### src/rtl/pcie_ts_wr_v2.sv
// pcie_ts_wr_v2 : PCIe-to-TS write path.
//
// Host DMA beats (64-bit) are packed eight at a time into 512-bit words.
// Each word is written into a two-bank ping-pong TS buffer RAM. When a bank
// is complete, or the host closes the transfer, the bank is handed to the TS
// sender with a one-cycle blk_rdy pulse.
//
// Ports
//   clk_pcie, rst_pcie      : clock, asynchronous active-low reset
//   dma_read_start/end      : one-cycle pulses that open/close a host transfer
//   dma_wdata_en/waddr/wdata: beat valid, byte address within transfer, data
//   dma_wdata_busy          : 1 = beats are not accepted this cycle
//   dvb_wr/waddr/dina       : buffer RAM write port, address = {bank, word}
//   ts_bank_free            : per-bank pulse from the TS sender, bank drained
//   blk_rdy/bank/words      : bank commit pulse with bank index and word count
//   wr_err                  : sticky error, dropped or misaddressed beat
module pcie_ts_wr_v2 #(
    parameter int  BANK_WORDS = 32,
    parameter int  BEATS      = 8,
    parameter int  DATA_W     = 64,
    localparam int WORD_W     = $clog2(BANK_WORDS),
    localparam int BEAT_W     = $clog2(BEATS),
    localparam int OFS_W      = $clog2(DATA_W / 8)
) (
    input  logic                      clk_pcie,
    input  logic                      rst_pcie,
    input  logic                      dma_read_start,
    input  logic                      dma_read_end,
    input  logic                      dma_wdata_en,
    input  logic [31:0]               dma_waddr,
    input  logic [DATA_W-1:0]         dma_wdata,
    output logic                      dma_wdata_busy,
    output logic                      dvb_wr,
    output logic [WORD_W:0]           dvb_waddr,
    output logic [DATA_W*BEATS-1:0]   dvb_dina,
    input  logic [1:0]                ts_bank_free,
    output logic                      blk_rdy,
    output logic                      blk_bank,
    output logic [WORD_W:0]           blk_words,
    output logic                      wr_err
);

    typedef enum logic [2:0] {IDLE, WAIT_BANK, FILL, FLUSH, COMMIT} state_t;

    state_t                    state;
    logic                      cur_bank;
    logic [1:0]                bank_full;
    logic [BEAT_W-1:0]         beat_cnt;
    logic [WORD_W:0]           word_cnt;     // one extra bit so a full bank reads as BANK_WORDS
    logic                      xfer_open;
    logic [DATA_W*BEATS-1:0]   word_buf;
    logic [DATA_W*BEATS-1:0]   buf_next;

    logic [BEAT_W-1:0]         addr_beat;
    logic [WORD_W-1:0]         addr_word;
    logic                      addr_ok;
    logic                      in_fill;
    logic                      beat_take;
    logic                      beat_bad;
    logic                      start_bad;
    logic                      word_done;
    logic                      last_word;
    logic [1:0]                commit_set;

    // Beat address decode: {.., word, beat, byte offset}
    assign addr_beat  = dma_waddr[OFS_W +: BEAT_W];
    assign addr_word  = dma_waddr[OFS_W+BEAT_W +: WORD_W];
    assign addr_ok    = (dma_waddr[OFS_W-1:0] == '0) &&
                        (addr_beat == beat_cnt) &&
                        (addr_word == word_cnt[WORD_W-1:0]);

    assign in_fill    = (state == FILL);
    assign beat_take  = in_fill && dma_wdata_en && addr_ok;
    assign beat_bad   = dma_wdata_en && !(in_fill && addr_ok);
    assign start_bad  = dma_read_start && (state != IDLE);
    assign word_done  = beat_take && (beat_cnt == BEAT_W'(BEATS - 1));
    assign last_word  = (word_cnt == (WORD_W+1)'(BANK_WORDS - 1));
    assign commit_set = (state == COMMIT) ? (2'b01 << cur_bank) : 2'b00;

    assign dma_wdata_busy = !in_fill;

    // Lane merge of the incoming beat; beat 0 lands in the LSBs
    always_comb begin
        buf_next = word_buf;
        buf_next[DATA_W*beat_cnt +: DATA_W] = dma_wdata;
    end

    always_ff @(posedge clk_pcie or negedge rst_pcie) begin
        if (!rst_pcie) begin
            state     <= IDLE;
            cur_bank  <= 1'b0;
            bank_full <= 2'b00;
            beat_cnt  <= '0;
            word_cnt  <= '0;
            xfer_open <= 1'b0;
            word_buf  <= '0;
            dvb_wr    <= 1'b0;
            dvb_waddr <= '0;
            dvb_dina  <= '0;
            blk_rdy   <= 1'b0;
            blk_bank  <= 1'b0;
            blk_words <= '0;
            wr_err    <= 1'b0;
        end else begin
            dvb_wr  <= 1'b0;
            blk_rdy <= 1'b0;

            // A commit setting a bank beats a simultaneous free of that bank
            bank_full <= (bank_full & ~ts_bank_free) | commit_set;

            if (dma_read_end)
                xfer_open <= 1'b0;

            if (dma_read_start && state == IDLE)
                wr_err <= 1'b0;
            if (beat_bad || start_bad)
                wr_err <= 1'b1;

            // Pack stage: accepted beat into the word buffer, full word to RAM
            if (beat_take) begin
                word_buf <= buf_next;
                beat_cnt <= beat_cnt + 1'b1;
                if (word_done) begin
                    dvb_wr    <= 1'b1;
                    dvb_waddr <= {cur_bank, word_cnt[WORD_W-1:0]};
                    dvb_dina  <= buf_next;
                    word_buf  <= '0;
                    beat_cnt  <= '0;
                    word_cnt  <= word_cnt + 1'b1;
                end
            end

            case (state)
                IDLE: begin
                    if (dma_read_start && !dma_read_end) begin
                        xfer_open <= 1'b1;
                        state     <= bank_full[cur_bank] ? WAIT_BANK : FILL;
                    end
                end
                WAIT_BANK: begin
                    if (dma_read_end)
                        state <= IDLE;
                    else if (!bank_full[cur_bank])
                        state <= FILL;
                end
                FILL: begin
                    // A word completing together with end already has data to commit
                    if (word_done && (last_word || dma_read_end))
                        state <= COMMIT;
                    else if (dma_read_end)
                        state <= FLUSH;
                end
                FLUSH: begin
                    // Unwritten lanes are still zero from the last word clear
                    if (beat_cnt != '0) begin
                        dvb_wr    <= 1'b1;
                        dvb_waddr <= {cur_bank, word_cnt[WORD_W-1:0]};
                        dvb_dina  <= word_buf;
                        word_buf  <= '0;
                        beat_cnt  <= '0;
                        word_cnt  <= word_cnt + 1'b1;
                        state     <= COMMIT;
                    end else begin
                        state <= (word_cnt != '0) ? COMMIT : IDLE;
                    end
                end
                COMMIT: begin
                    blk_rdy   <= 1'b1;
                    blk_bank  <= cur_bank;
                    blk_words <= word_cnt;
                    cur_bank  <= ~cur_bank;
                    word_cnt  <= '0;
                    beat_cnt  <= '0;
                    word_buf  <= '0;
                    if (xfer_open && !dma_read_end)
                        state <= bank_full[~cur_bank] ? WAIT_BANK : FILL;
                    else
                        state <= IDLE;
                end
                default: state <= IDLE;
            endcase
        end
    end

endmodule
### config.mk
export PLATFORM = sky130hd
export DESIGN_NAME = pcie_ts_wr_v2
export DESIGN_NICKNAME = d
export VERILOG_FILES = /design/src/rtl/pcie_ts_wr_v2.sv
export SDC_FILE = /design/constraint.sdc
export NUM_CORES = 2
export LEC_CHECK = 0
export BUFFER_PORTS_ARGS = -buffer_cell sky130_fd_sc_hd__buf_2
export CAP_MARGIN = 10
export CORE_ASPECT_RATIO = 1.1
export CORE_UTILIZATION = 30
export CTS_CLUSTER_DIAMETER = 100
export DETAILED_ROUTE_END_ITERATION = 8
export GPL_TIMING_DRIVEN = 0
export HOLD_SLACK_MARGIN = 0.03
export PLACE_DENSITY = 0.56
export SYNTH_ARGS = -nofsm -noshare
export SYNTH_HDL_FRONTEND = slang
export SYNTH_SLANG_ARGS = --single-unit
### constraint.sdc
create_clock -name clk_pcie -period 3.51 [get_ports clk_pcie]
set_clock_uncertainty 0.1 [all_clocks]
set_input_delay 0.1755 -clock clk_pcie [delete_from_list [all_inputs] [get_ports clk_pcie]]
set_output_delay 0.1755 -clock clk_pcie [all_outputs]
set_load 0.01 [all_outputs]
======== After elaboration in Yosys (flattened, before gate mapping) ========
Cells that the tools add are included.
storage, ports and cells
  register bits after elaboration ......... 1056
  output and inout port bits .............. 529
operators by class
  reductions and logical operators ........ 24
  add/sub/neg operators ................... 3
  eq/ne operators ......................... 11
  shift operators ......................... 3
  bitwise gates (word level) .............. 4
  multiplexer cells ....................... 47
  $lt $le $gt $ge ......................... 2
operators by type and width
  kind                                                         count
  two-way mux 512 bit                                          7
  case mux 512 bit (2 select lines)                            1
  bitwise mux 512 bit                                          1
  variable shift 64 x 34 -> 512 bit (first input constant)     1
  variable part select 64 x 34 -> 512 bit                      1
  two-way mux 6 bit                                            7
  negator 9 -> 34 bit                                          1
  two-way mux 3 bit                                            10
  case mux 3 bit (5 select lines)                              1
  two-way mux 1 bit                                            14
  logical AND 1 bit                                            12
  case mux 6 bit (2 select lines)                              1
  two-way mux 2 bit                                            4
  adder 6 x 1 -> 6 bit (second input constant)                 1
  == test 3 x 2 -> 1 bit (second input constant)               2
  == test 3 bit (second input constant)                        2
  == test 6 x 5 -> 1 bit (second input constant)               1
  logical NOT 3 bit                                            2
  case mux 3 bit (2 select lines)                              1
  nonzero test 3 bit                                           2
  nonzero test 6 bit                                           1
  == test 5 bit                                                1
  less-than comparator 1 x 2 -> 1 bit (second input constant)  2
  adder 3 x 1 -> 3 bit (second input constant)                 1
  other kinds (14)                                             17

======== Depth between registers and ports, before layout ========
  depth in word-level cells ............... 9
  mapped depth ............................ 13
  mapped depth without buffers ............ 8

======== Worst setup path after synthesis ========
OpenSTA, ideal clock, no wires.
  path kind ............................... flip-flop to flip-flop
  start point ............................. reg beat_cnt[0]
  end point ............................... reg word_buf[301]
  buffers on the path ..................... 4
  cell stages (with the launch flop) ...... 12
  slack ................................... 434 ps
  required time ........................... 3332 ps
  arrival time ............................ 2898 ps
  library setup time ...................... 78 ps
  path through ............................ dfrtp_1 -> buf_2 -> clkbuf_1 -> inv_1 -> ha_1 -> ha_1 -> nor4b_1 -> clkbuf_1 -> clkbuf_1 -> nand4_1 -> a211o_1 -> a21oi_1
between the ends
  longest elaborated chain between the ends .. 9
  elaborated cells on any way between the ends .. 15
  those cells by class .................... 1 x add/sub; 2 x eq/ne; 2 x shift; 5 x mux; 5 x reduce/logical
ends and longest elaborated chain
  what                                                         line  text
  start: declaration                                           48    logic [BEAT_W-1:0] beat_cnt;
  start signal: assignment                                     122   beat_cnt <= beat_cnt + 1'b1;
  branches (longest 8 deep; another with negator 9 -> 34 bit)  --
  case mux 512 bit (2 select lines) (*)                        133   case (state)
  end signal: assignment                                       121   word_buf <= buf_next;
  end: declaration                                             51    logic [DATA_W*BEATS-1:0] word_buf;
Mark *: on every way between the ends.
A chain may end at the register's enable or synchronous reset.

======== Worst setup path after layout ========
  start point ............................. reg beat_cnt[0]
  end point ............................... reg dvb_dina[498]
between the ends
  longest elaborated chain between the ends .. 9
  elaborated cells on any way between the ends .. 15
  those cells by class .................... 1 x add/sub; 2 x eq/ne; 2 x shift; 5 x mux; 5 x reduce/logical
ends and longest elaborated chain
  what                                                         line  text
  branches (longest 8 deep; another with negator 9 -> 34 bit)  --
  two-way mux 512 bit (*)                                      133
  end signal: assignment                                       126   dvb_dina <= buf_next;
  end signal: assignment                                       158   dvb_dina <= word_buf;
  end: declaration                                             35    output logic [DATA_W*BEATS-1:0] dvb_dina,
Marked as above.

==> flow_summary.json <==
{
  "status": "finished, violations left",
  "violations": "negative setup slack",
  "grtUsageTotal_pct": 28.4,
  "slowest_delay_ns": 0.49,
  "drive_gt1_share_pct": 25.6,
  "multiInputGateArea_um2": 17400,
  "slew_violations": 0,
  "clkTransAtPathRegs_ns": 0.07,
  "ant_nets": 0,
  "grt_pass1_wl_um": 311000,
  "slew_headroom_pct": 33.1,
  "post_dp_cell_area_um2": 51900,
  "max_cap_viol_count": 0,
  "nFillCells": 15048,
  "hp-start": "dma_read_start",
  "grt_pass1_vias": 38682,
  "worst_ir_drop_vdd_v": 0.000403,
  "min_period_over_period_pct": 100,
  "wl_per_cell_um": 33.0,
  "root_buffer": "clkbuf_16",
  "die_height_um": 413,
  "gp_congestion": 0.942,
  "tightest_slew_ns": 1.00,
  "die_area_um2": 155000,
  "numCtsBuffers": 116,
  "drt_wl_total_um": 227000,
  "rsz0062_at_grt": "yes",
  "yosysSeqAreaShare_pct": 57.4,
  "io_buffers": 610,
  "drc_errors": 0,
  "start_util_pct": 30.2,
  "synth.distinct_cells": 67,
  "whs_path_depth": 4,
  "arrival_ns": 4.05,
  "synth_seq_cells": 1056,
  "drtIter0Drc": 5532,
  "async_flop_share_pct": 100,
  "vias": 40669,
  "grt_overflow": 0,
  "synth.avg_cell_area_um2": 11.9,
  "nets": 4795,
  "final_cell_area_um2": 57200,
  "via_per_inst": 5.92,
  "fmax_mhz": 284,
  "setup_violations": 2,
  "seq_area_um2": 26400,
  "path_delay_family": "buffers and inverters",
  "syn_inst": 3860,
  "end_kind": "flop",
  "cts_tree": "done",
  "synth_edf_count": 0,
  "num_rows": 150,
  "power.density_nw_per_um2": 477,
  "clkSinkCount": 1056,
  "hp-class": "primary input to flop",
  "p_leak_nw": 28.8,
  "coreArea_um2": 152000,
  "htree_num_levels": 3,
  "firstDrtPassIters": 6,
  "synthesis.area_um2": 46000,
  "insertion_delay_ns": 0.78,
  "syn_to_final_growth_pct": 24.3,
  "synth_ff_type": "dfrtp_1",
  "min_to": "wr_err",
  "worst_slack_ns": -0.00923,
  "cts_buffer_depth": 3,
  "grt_start_max_net_pins": 164,
  "antenna_found_initial": 32,
  "finalHoldViolations": 0,
  "path_cells": "buf_6, clkbuf_8, inv_1, ha_1, nor2b_1, clkbuf_1, clkbuf_4, buf_2, nand2_1, a221oi_1",
  "rrSetupSlack_ns": -0.009,
  "cp.buffers_inverters": 6,
  "synth_warnings": 0,
  "fp.dieW_um": 375,
  "pre_cts_ws_ns": -1.84,
  "timing.rr.end": "dvb_dina[498]",
  "finalCriticalPeriod_ns": 3.52,
  "crit_slowest_cell": "dfrtp_2",
  "critPathKind": "flop to flop",
  "path_max_fanout": 10,
  "place_hpwl_um": 158000,
  "worstReg2RegStart": "beat_cnt[0]",
  "cp_data_required_time_ns": 4.04,
  "io_pins": 632,
  "reg2reg_depth": 10,
  "synthesis.nets": 3972,
  "startpoint_type": "flop"
}
synth_stat cells, types with 68 or more instances:
| cell | n | area share, % |
|---|---|---|
| inv_1 | 68 | 0.55 |
| clkbuf_1 | 282 | 2.3 |
| o2bb2ai_1 | 202 | 3.8 |
| buf_2 | 71 | 0.77 |
| a211o_1 | 118 | 2.2 |
| nor3_1 | 112 | 1.2 |
| and3_1 | 401 | 5.4 |
| a221o_1 | 341 | 7.4 |
| a21oi_1 | 140 | 1.5 |
| dfrtp_1 | 1056 | 57 |
| nand2_1 | 287 | 2.3 |
| a22o_1 | 191 | 3.6 |
state kept, by name (all words and copies together) (netlist names), 2 cells and up:
name,count
bank_full,2
beat_cnt,3
blk_words,6
dvb_dina,512
dvb_waddr,6
state,3
word_buf,512
word_cnt,6
metal layers:
metal	up-vias	global-route usage (%)	share of wire, %
li1	16575	-	-
met1	21054	36.4	39
met2	2573	41.3	43
met3	455	9.44	12
met4	12	17.0	6.2
met5	-	0	0.033
power by group:
group	switching, mW	internal, mW	total [mW]
sequential	0.0981	12.3	12.4
clock	5.50	7.45	13.0
combinational	1.45	0.502	1.95
total	7.05	20.3	27.3
final cells by class:
cell class	instances	share of cell area, %
multi-input cells	2318	30.4
clock buffers	173	5.96
inverters	69	0.453
flip-flops and latches	1056	46.2
plain buffers	406	4.02
diodes	36	0.158
well taps	2052	4.49
clock inverters	43	0.973
repair buffers	716	7.39
worst reg2reg max path, cell delays in order (launching register included):
cell      delay (ns)
dfrtp_2         0.49
buf_6           0.22
clkbuf_8        0.24
inv_1           0.09
ha_1            0.33
nor2b_1         0.32
clkbuf_1        0.26
clkbuf_4        0.32
buf_2           0.34
nand2_1         0.27
a221oi_1        0.39
cells in the final DEF (no fill, tap or decap), types with 39 or more instances in the layout:
cell	instances
clkbuf_16	117
nand2_1	282
clkbuf_2	92
buf_2	685
dlygate4sd3_1	78
a221oi_1	47
dfrtp_1	1055
a21oi_1	136
a22o_1	191
clkbuf_1	189
o2bb2ai_2	60
and2_1	67
inv_1	68
a221o_1	341
o2bb2ai_1	202
or3_1	57
o221a_2	39
and3_1	399
nand4_1	62
a211o_1	118
buf_6	52
nor3_1	112
stage by stage:
stage	hold slack (ns)	setup TNS (ns)	utilization, %	std cells	power (mW)
after floorplan	-0.220	0	-	3860	13.3
after global placement	0.273	-	33.9	6522	14.4
after detailed placement	0.118	-1246.20	34.1	6531	14.5
after CTS	0.177	-0.0732	37.4	6828	27.4
after global routing	0.238	-0.0201	37.5	6837	28.0
final	0.205	-0.0129	37.6	6869	27.3
cell families after synthesis:
logic type               synth area share, %
flip-flops                              57.4
multiplexers                           0.381
AO/OA/AOI/OAI                           23.5
buffers and inverters                   5.22
XOR/XNOR                               0.285
AND/OR/NAND/NOR                         13.0
adder cells (fa/ha/maj)                0.245
what timing repair did:
item                                     CTS  global route
hold buffers                              78             0
resized for setup                        124            95
pin swaps                                  2             2
endpoints found under the setup margin  1040           640
endpoints found under the hold margin    674             0
buffers inserted                          13             6
how the worst max path moves through the flow:
stage	start	slack (ns)	depth (start not counted)	end
after detailed placement	beat_cnt[0]	-1.84	11	word_cnt[1]
after global placement	rst_pcie	-21.69	1	dvb_dina[234]
final	beat_cnt[0]	-0.009	10	dvb_dina[498]
after global routing	beat_cnt[0]	-0.02	10	dvb_dina[498]
after floorplan	beat_cnt[0]	0.43	11	word_buf[301]
after CTS	beat_cnt[0]	-0.03	11	dvb_dina[285]
No activity file was read; power rests on OpenSTA's default activity.
